<file path="config.mk">
export PLATFORM = sky130hd
export DESIGN_NAME = dfd_cla_xtrig_action_gen
export DESIGN_NICKNAME = d
export VERILOG_FILES = /design/src/rtl/dfd_cla_pkg.sv /design/src/rtl/dfd_cla_self_filter_fifo.sv /design/src/rtl/tt_dfd_generic_dff.sv /design/src/rtl/dfd_cla_xtrig_action_gen.sv
export SDC_FILE = /design/constraint.sdc
export NUM_CORES = 1
export LEC_CHECK = 0
export CAP_MARGIN = 5
export CELL_PAD_IN_SITES_DETAIL_PLACEMENT = 1
export CELL_PAD_IN_SITES_GLOBAL_PLACEMENT = 2
export CORE_MARGIN = 5
export CORE_UTILIZATION = 36
export DETAILED_ROUTE_END_ITERATION = 6
export GPL_TIMING_DRIVEN = 0
export PLACE_DENSITY = 0.85
export SKIP_CTS_REPAIR_TIMING = 1
export SYNTH_ARGS = -nofsm -noshare
export SYNTH_HDL_FRONTEND = slang
export SYNTH_SLANG_ARGS = --single-unit
</file>
<file path="constraint.sdc">
create_clock -name clock -period 8.8 [get_ports clock]
set_input_delay 0.88 -clock clock [delete_from_list [all_inputs] [get_ports clock]]
set_output_delay 0.88 -clock clock [all_outputs]
set_load 0.05 [all_outputs]
</file>
<file path="src/rtl/dfd_cla_pkg.sv">
// Shared CLA definitions: cross-trigger channel indices, default action-bus bit
// positions and the per-channel self-filter status record.
package dfd_cla_pkg;

  localparam int XTRIG_CH0 = 0;
  localparam int XTRIG_CH1 = 1;
  localparam int XTRIG_CH2 = 2;
  localparam int XTRIG_CH3 = 3;

  localparam int DEFAULT_XTRIG_ACTION_BASE = 8;
  localparam int DEFAULT_HALT_ACTION_IDX   = 0;

  // Wide enough for FILTER_DEPTH up to 128.
  localparam int FILTER_OCC_W = 8;

  typedef struct packed {
    logic                    ovf;
    logic [FILTER_OCC_W-1:0] occupancy;
  } filter_status_t;

endpackage

</file>
<file path="src/rtl/dfd_cla_self_filter_fifo.sv">
// One cross-trigger channel: timestamp FIFO of in-flight self launches; the head
// pops (and masks the returning trigger) once its age reaches the loop delay.
module dfd_cla_self_filter_fifo
  import dfd_cla_pkg::*;
#(
  parameter int DEPTH = 4,
  parameter int TS_W  = 7
) (
  input  logic            clock,
  input  logic            reset,
  input  logic            launch,
  input  logic [TS_W-1:0] loop_delay,
  input  logic [TS_W-1:0] now,
  output logic            self_filter,
  output logic            ovf
);

  localparam int PTR_W = $clog2(DEPTH);

  logic [PTR_W-1:0] rd_ptr, wr_ptr;
  logic [TS_W-1:0]  ts_mem [DEPTH];
  logic [TS_W-1:0]  age;
  filter_status_t   status_q, status_d;
  logic             empty, full, pop, push, drop, delayed;

  assign empty   = (status_q.occupancy == '0);
  assign full    = (status_q.occupancy == FILTER_OCC_W'(DEPTH));
  assign age     = now - ts_mem[rd_ptr];
  assign pop     = !empty && (age >= loop_delay);
  assign delayed = launch && (loop_delay != '0);
  // A pop frees a slot in the same cycle, so full+pop still accepts the push.
  assign push    = delayed && (!full || pop);
  assign drop    = delayed && full && !pop;

  assign self_filter = pop || (launch && (loop_delay == '0));
  assign ovf         = status_q.ovf;

  always_comb begin
    status_d           = status_q;
    status_d.ovf       = status_q.ovf | drop;
    status_d.occupancy = status_q.occupancy + FILTER_OCC_W'(push) - FILTER_OCC_W'(pop);
  end

  tt_dfd_generic_dff #(.WIDTH($bits(filter_status_t))) u_status (
    .clock(clock), .reset(reset), .en(1'b1), .d(status_d), .q(status_q)
  );

  tt_dfd_generic_dff #(.WIDTH(PTR_W)) u_rd_ptr (
    .clock(clock), .reset(reset), .en(pop), .d(rd_ptr + PTR_W'(1)), .q(rd_ptr)
  );

  tt_dfd_generic_dff #(.WIDTH(PTR_W)) u_wr_ptr (
    .clock(clock), .reset(reset), .en(push), .d(wr_ptr + PTR_W'(1)), .q(wr_ptr)
  );

  for (genvar k = 0; k < DEPTH; k++) begin : g_entry
    tt_dfd_generic_dff #(.WIDTH(TS_W)) u_ts (
      .clock(clock), .reset(reset), .en(push && (wr_ptr == PTR_W'(k))),
      .d(now), .q(ts_mem[k])
    );
  end

endmodule

</file>
<file path="src/rtl/tt_dfd_generic_dff.sv">
// Generic enabled flop bank with synchronous active-high clear.
module tt_dfd_generic_dff #(
  parameter int WIDTH = 1
) (
  input  logic             clock,
  input  logic             reset,
  input  logic             en,
  input  logic [WIDTH-1:0] d,
  output logic [WIDTH-1:0] q
);

  always_ff @(posedge clock) begin
    if (reset) q <= '0;
    else if (en) q <= d;
  end

endmodule

</file>
<file path="src/rtl/dfd_cla_xtrig_action_gen.sv">
// CLA action generator: EAP node tracking, registered action bus, cross-trigger
// launch with per-channel self-filtering, sticky clock-halt.
// Optional DFD_CLA_XTRIG_FILTER_CNT_EN adds per-channel saturating self_filter hit counters.
module dfd_cla_xtrig_action_gen
  import dfd_cla_pkg::*;
#(
  parameter int NUM_NODES         = 4,
  parameter int NUM_ACTIONS       = 32,
  parameter int NUM_XTRIG         = 4,
  parameter int XTRIG_ACTION_BASE = DEFAULT_XTRIG_ACTION_BASE,
  parameter int HALT_ACTION_IDX   = DEFAULT_HALT_ACTION_IDX,
  parameter int LOOP_DLY_W        = 7,
  parameter int FILTER_DEPTH      = 4
) (
  input  logic                                   clock,
  input  logic                                   reset,
  input  logic                                   enable_eap,
  input  logic [NUM_NODES*NUM_ACTIONS-1:0]       node_action_bus,
  input  logic [NUM_NODES*$clog2(NUM_NODES)-1:0] node_dest_id,
  input  logic [NUM_XTRIG*LOOP_DLY_W-1:0]        loop_delay,
  input  logic                                   halt_en,
  input  logic                                   halt_clear,
  output logic [$clog2(NUM_NODES)-1:0]           current_node_id,
  output logic [NUM_ACTIONS-1:0]                 action_bus,
  output logic [NUM_XTRIG-1:0]                   xtrigger_out,
  output logic [NUM_XTRIG-1:0]                   self_filter,
  output logic [NUM_XTRIG-1:0]                   filter_ovf,
  output logic                                   clock_halt
`ifdef DFD_CLA_XTRIG_FILTER_CNT_EN
  ,
  output logic [NUM_XTRIG*16-1:0]                filter_hit_cnt
`endif
);

  localparam int ID_W = $clog2(NUM_NODES);

  logic [ID_W-1:0]        node_next;
  logic [NUM_ACTIONS-1:0] action_next;
  logic [LOOP_DLY_W-1:0]  now;
  logic                   halt_next;

  always_comb begin
    node_next   = '0;
    action_next = '0;
    if (enable_eap) begin
      node_next   = node_dest_id[current_node_id*ID_W +: ID_W];
      action_next = node_action_bus[current_node_id*NUM_ACTIONS +: NUM_ACTIONS];
    end
  end

  // Set has priority over a simultaneous clear.
  assign halt_next = (action_bus[HALT_ACTION_IDX] && halt_en) ? 1'b1 :
                     (halt_clear ? 1'b0 : clock_halt);

  assign xtrigger_out = action_bus[XTRIG_ACTION_BASE +: NUM_XTRIG];

  tt_dfd_generic_dff #(.WIDTH(ID_W)) u_node (
    .clock(clock), .reset(reset), .en(1'b1), .d(node_next), .q(current_node_id)
  );

  tt_dfd_generic_dff #(.WIDTH(NUM_ACTIONS)) u_action (
    .clock(clock), .reset(reset), .en(1'b1), .d(action_next), .q(action_bus)
  );

  tt_dfd_generic_dff #(.WIDTH(LOOP_DLY_W)) u_now (
    .clock(clock), .reset(reset), .en(1'b1), .d(now + LOOP_DLY_W'(1)), .q(now)
  );

  tt_dfd_generic_dff #(.WIDTH(1)) u_halt (
    .clock(clock), .reset(reset), .en(1'b1), .d(halt_next), .q(clock_halt)
  );

  for (genvar i = 0; i < NUM_XTRIG; i++) begin : g_chan
    dfd_cla_self_filter_fifo #(.DEPTH(FILTER_DEPTH), .TS_W(LOOP_DLY_W)) u_filter (
      .clock      (clock),
      .reset      (reset),
      .launch     (xtrigger_out[i]),
      .loop_delay (loop_delay[i*LOOP_DLY_W +: LOOP_DLY_W]),
      .now        (now),
      .self_filter(self_filter[i]),
      .ovf        (filter_ovf[i])
    );

`ifdef DFD_CLA_XTRIG_FILTER_CNT_EN
    logic [15:0] hit_cnt;
    tt_dfd_generic_dff #(.WIDTH(16)) u_hit_cnt (
      .clock(clock), .reset(reset), .en(self_filter[i] && (hit_cnt != 16'hFFFF)),
      .d(hit_cnt + 16'd1), .q(hit_cnt)
    );
    assign filter_hit_cnt[i*16 +: 16] = hit_cnt;
`endif
  end

endmodule

</file>
==> results by group <==
Outcome
  – Status: finished, final reports clean

Critical path
  – CP Capture Type: primary output
  – RR Startpoint: g_chan[3].u_filter.u_rd_ptr.q[1]
  – WP data arrival: 5.43 ns
  – Worst reg2reg setup slack: 2.96 ns
  – Crit. Startpoint: g_chan[2].u_filter.u_rd_ptr.q[0]
  – CP startpoint kind: register
  – CP max FO: 10
  – Worst setup path end: self_filter[2]
  – FF-to-FF path depth: 23
  – WP data required: 7.92 ns
  – RR Endpoint: g_chan[3].u_filter.u_status.q[6]
  – WS Path Type: reg2out

Logic synthesis
  – Primary FF master, synth: dfxtp_1
  – Yosys warns: 0
  – Gate Count Post-Synth: ~1300
  – Mapped cell area: 12300 um2
  – Syn_area_per_cell: 9.81 um2
  – Post-synth EDFFs: 0
  – Largest area contributor in the netlist: dfxtp_1
  – Register area share after synthesis: 33.6%
  – Area contributors post-synth: dfxtp_1 34%, ha_1 12%, mux4_2 11%, mux2i_1 9.5%, nand2_1 4.7%
  – Library cells used by synthesis: between 60 and 70
  – Syn Nets: 1544
  – Async SR Flop Fraction: 0%
  – Yosys reg bits: 206
  – Synth top area share: 33.6%

Finish
  – Area growth from synthesis to layout: 28.8%
  – FILL cells: 3775
  – Final #Nets: around 1800
  – Commonest non-fill, non-tap cell in the layout: clkdlybuf4s50_1
  – Commonest non-fill, non-tap cells in the layout: 215 x clkdlybuf4s50_1, 206 x dfxtp_1, 152 x nand2_1, 128 x inv_1, 117 x ha_1
  – Layout cell share with drive strength beyond 1: 10.4%
  – Post-layout util: 47.0%
  – Finished Cell Area: approximately 16000 um2

Clock tree
  – Clk root buf: clkbuf_16
  – Clock Latency Late Sink: between 0.5 and 0.6 ns
  – CTS sink count: 206
  – Clk buf depth: 3
  – Clk slew on worst S/H paths: 0.06 ns
  – CTS tree: built
  – CTS Buf Count: 25
  – H-tree level count: 1

Drt
  – WL per Instance: 20.5 um
  – Antenna viol nets, final: 0
  – DRT Pass-1 Iters: 4
  – Metal2 WL: 21200 um
  – DRT Wirelength: 40200 um
  – DRC viols: 0
  – Vias: 10000
  – DR vias/cell: 5.11
  – Drt initial violations: 280
  – Routed wl met3: 2330 um
  – Post-Route M1 WL: approximately 15000 um
  – Max Used Layer: met4

Global route
  – Aggregate global routing overflow: 0
  – Pin count of the biggest net entering global routing: 13
  – Total GRT Usage: 20.9%
  – First-pass GRT wire length: 62200 um
  – Initial antenna violation count: 4
  – Vias in the first global route: 11300

Place
  – RD Place Congestion: 0.838
  – Detailed Place HPWL: 32100 um
  – Area after DPL: 15000 um2
  – Port bufs: 215
  – Pre-CTS WS: 3.00 ns

STA
  – Setup TNS: 0 ns
  – Slew Limit Fails: 0
  – Final period utilization: 71.7%
  – Final Hold Vio Count: 0
  – Worst Skew: 0.0150 ns
  – Final worst slack: between 2 and 2.5 ns
  – Fmax: 0.158 GHz
  – RSZ-0062 raised after global routing: false
  – Slew @ Worst Pin: 0.925 ns
  – Max-slew headroom: roughly two fifths
  – Period minus WS final: 6.31 ns
  – Final Setup Violations: 0

Run
  – Maxcap violations: 0

Floorplanning
  – I/O pins: roughly 220
  – Initial Utilization: 36.5%
  – DIE AREA: 37900 um2
  – Die H: 195 um
  – # rows: 67
  – Core Area: 33600 um2
  – Die width: ~200 um

Power
  – Max IR drop VDD: 0.146 mV
  – Leakage: 0.00651 uW
  – Pwr Density: 214 nW/um2

Min path
  – Worst Hold Class: reg2reg
  – Worst hold stages: 2
  – HP Start: g_chan[2].u_filter.g_entry[3].u_ts.q[4]
[stage by stage]
stage / hold slack, ns / std cells / power [uW]
floorplan: 0.426 / 1250 / 2020
global placement: 0.439 / 1913 / 2340
detailed placement: 0.449 / 1913 / 2380
CTS: 0.460 / 1958 / 3430
global route: 0.475 / 1960 / 3610
finish: 0.456 / 1960 / 3380
[synth_stat cells, types with 4 or more instances]
master and count:
a211oi_1 4, a21boi_0 5, a21o_1 6, a21oi_1 51
a21oi_2 5, a31oi_1 8, and2_1 8, and3_1 39
buf_2 8, buf_4 16, clkbuf_1 46, dfxtp_1 206
fa_1 8, ha_1 117, inv_1 128, mux2i_1 116
mux4_2 62, nand2_1 152, nand2b_1 6, nand3_1 8
nand3_2 4, nand4_1 7, nor2_1 52, nor2_2 4
nor2b_1 14, nor3_1 17, o211ai_1 4, o21a_1 4
o21ai_0 31, o21bai_1 12, o31ai_1 7, or3_1 4
or4_1 11, xnor2_1 31, xor2_1 8
[flip-flops by register name, summed over array words and instances, names as in the netlist]
name / count
u_halt.q: 1
g_chan.u_filter.u_rd_ptr.q: 8
u_now.q: 7
g_chan.u_filter.u_status.q: 36
u_node.q: 2
g_chan.u_filter.g_entry.u_ts.q: 112
u_action.q: 32
g_chan.u_filter.u_wr_ptr.q: 8
[critical path: stages (launching register included)]
cell,delay (ns)
dfxtp_1,0.30
buf_2,0.30
mux4_2,0.57
ha_1,0.23
fa_1,0.42
o21ai_0,0.20
a21oi_1,0.12
o21ai_0,0.26
xnor2_1,0.11
ha_1,0.32
nand2_1,0.06
o21ai_0,0.49
a21oi_1,0.21
nor2_1,0.29
a41o_1,0.14
buf_4,0.09
clkdlybuf4s50_1,0.79
[per-layer routing]
metal  up-vias  track usage (%)
li1       4820                -
met1      4882             22.1
met2       245             39.8
met3        60             4.85
met4         0             7.99
met5         -                0
[logic make-up after synthesis]
family	Yosys count	share of synthesized area, %
AO/OA/AOI/OAI	156	8.60
XOR/XNOR	39	2.79
adder cells (fa/ha/maj)	125	13.2
buffers and inverters	200	6.75
flip-flops	206	33.6
multiplexers	180	21.1
AND/OR/NAND/NOR	344	13.9
[report_power, final]
group	internal, uW	switching, uW
Combinational	595	686
Sequential	1020	47.6
Clock	618	411
[how the worst min path moves through the flow]
stage | to | slack, ns
after detailed placement | g_chan[3].u_filter.g_entry[2].u_ts.q[2] | 0.45
after floorplan | g_chan[0].u_filter.u_status.q[8] | 0.43
final | g_chan[2].u_filter.g_entry[3].u_ts.q[4] | 0.46
after global placement | g_chan[3].u_filter.g_entry[2].u_ts.q[3] | 0.44
after CTS | g_chan[3].u_filter.g_entry[2].u_ts.q[2] | 0.46
after global routing | g_chan[1].u_filter.g_entry[2].u_ts.q[3] | 0.48
[layout make-up]
cell class | count | area [um2] | area share (%)
buffer | 72 | 348 | 2.20
clock buffer | 39 | 758 | 4.80
antenna | 2 | 5.00 | 0.0317
timing repair buffer | 215 | 2150 | 13.6
inverter | 128 | 480 | 3.04
tap | 448 | 561 | 3.55
sequential | 206 | 4120 | 26.1
clock inverter | 6 | 58.8 | 0.372
multi-input combinational | 844 | 7310 | 46.3
(Power assumes the default switching activity.)
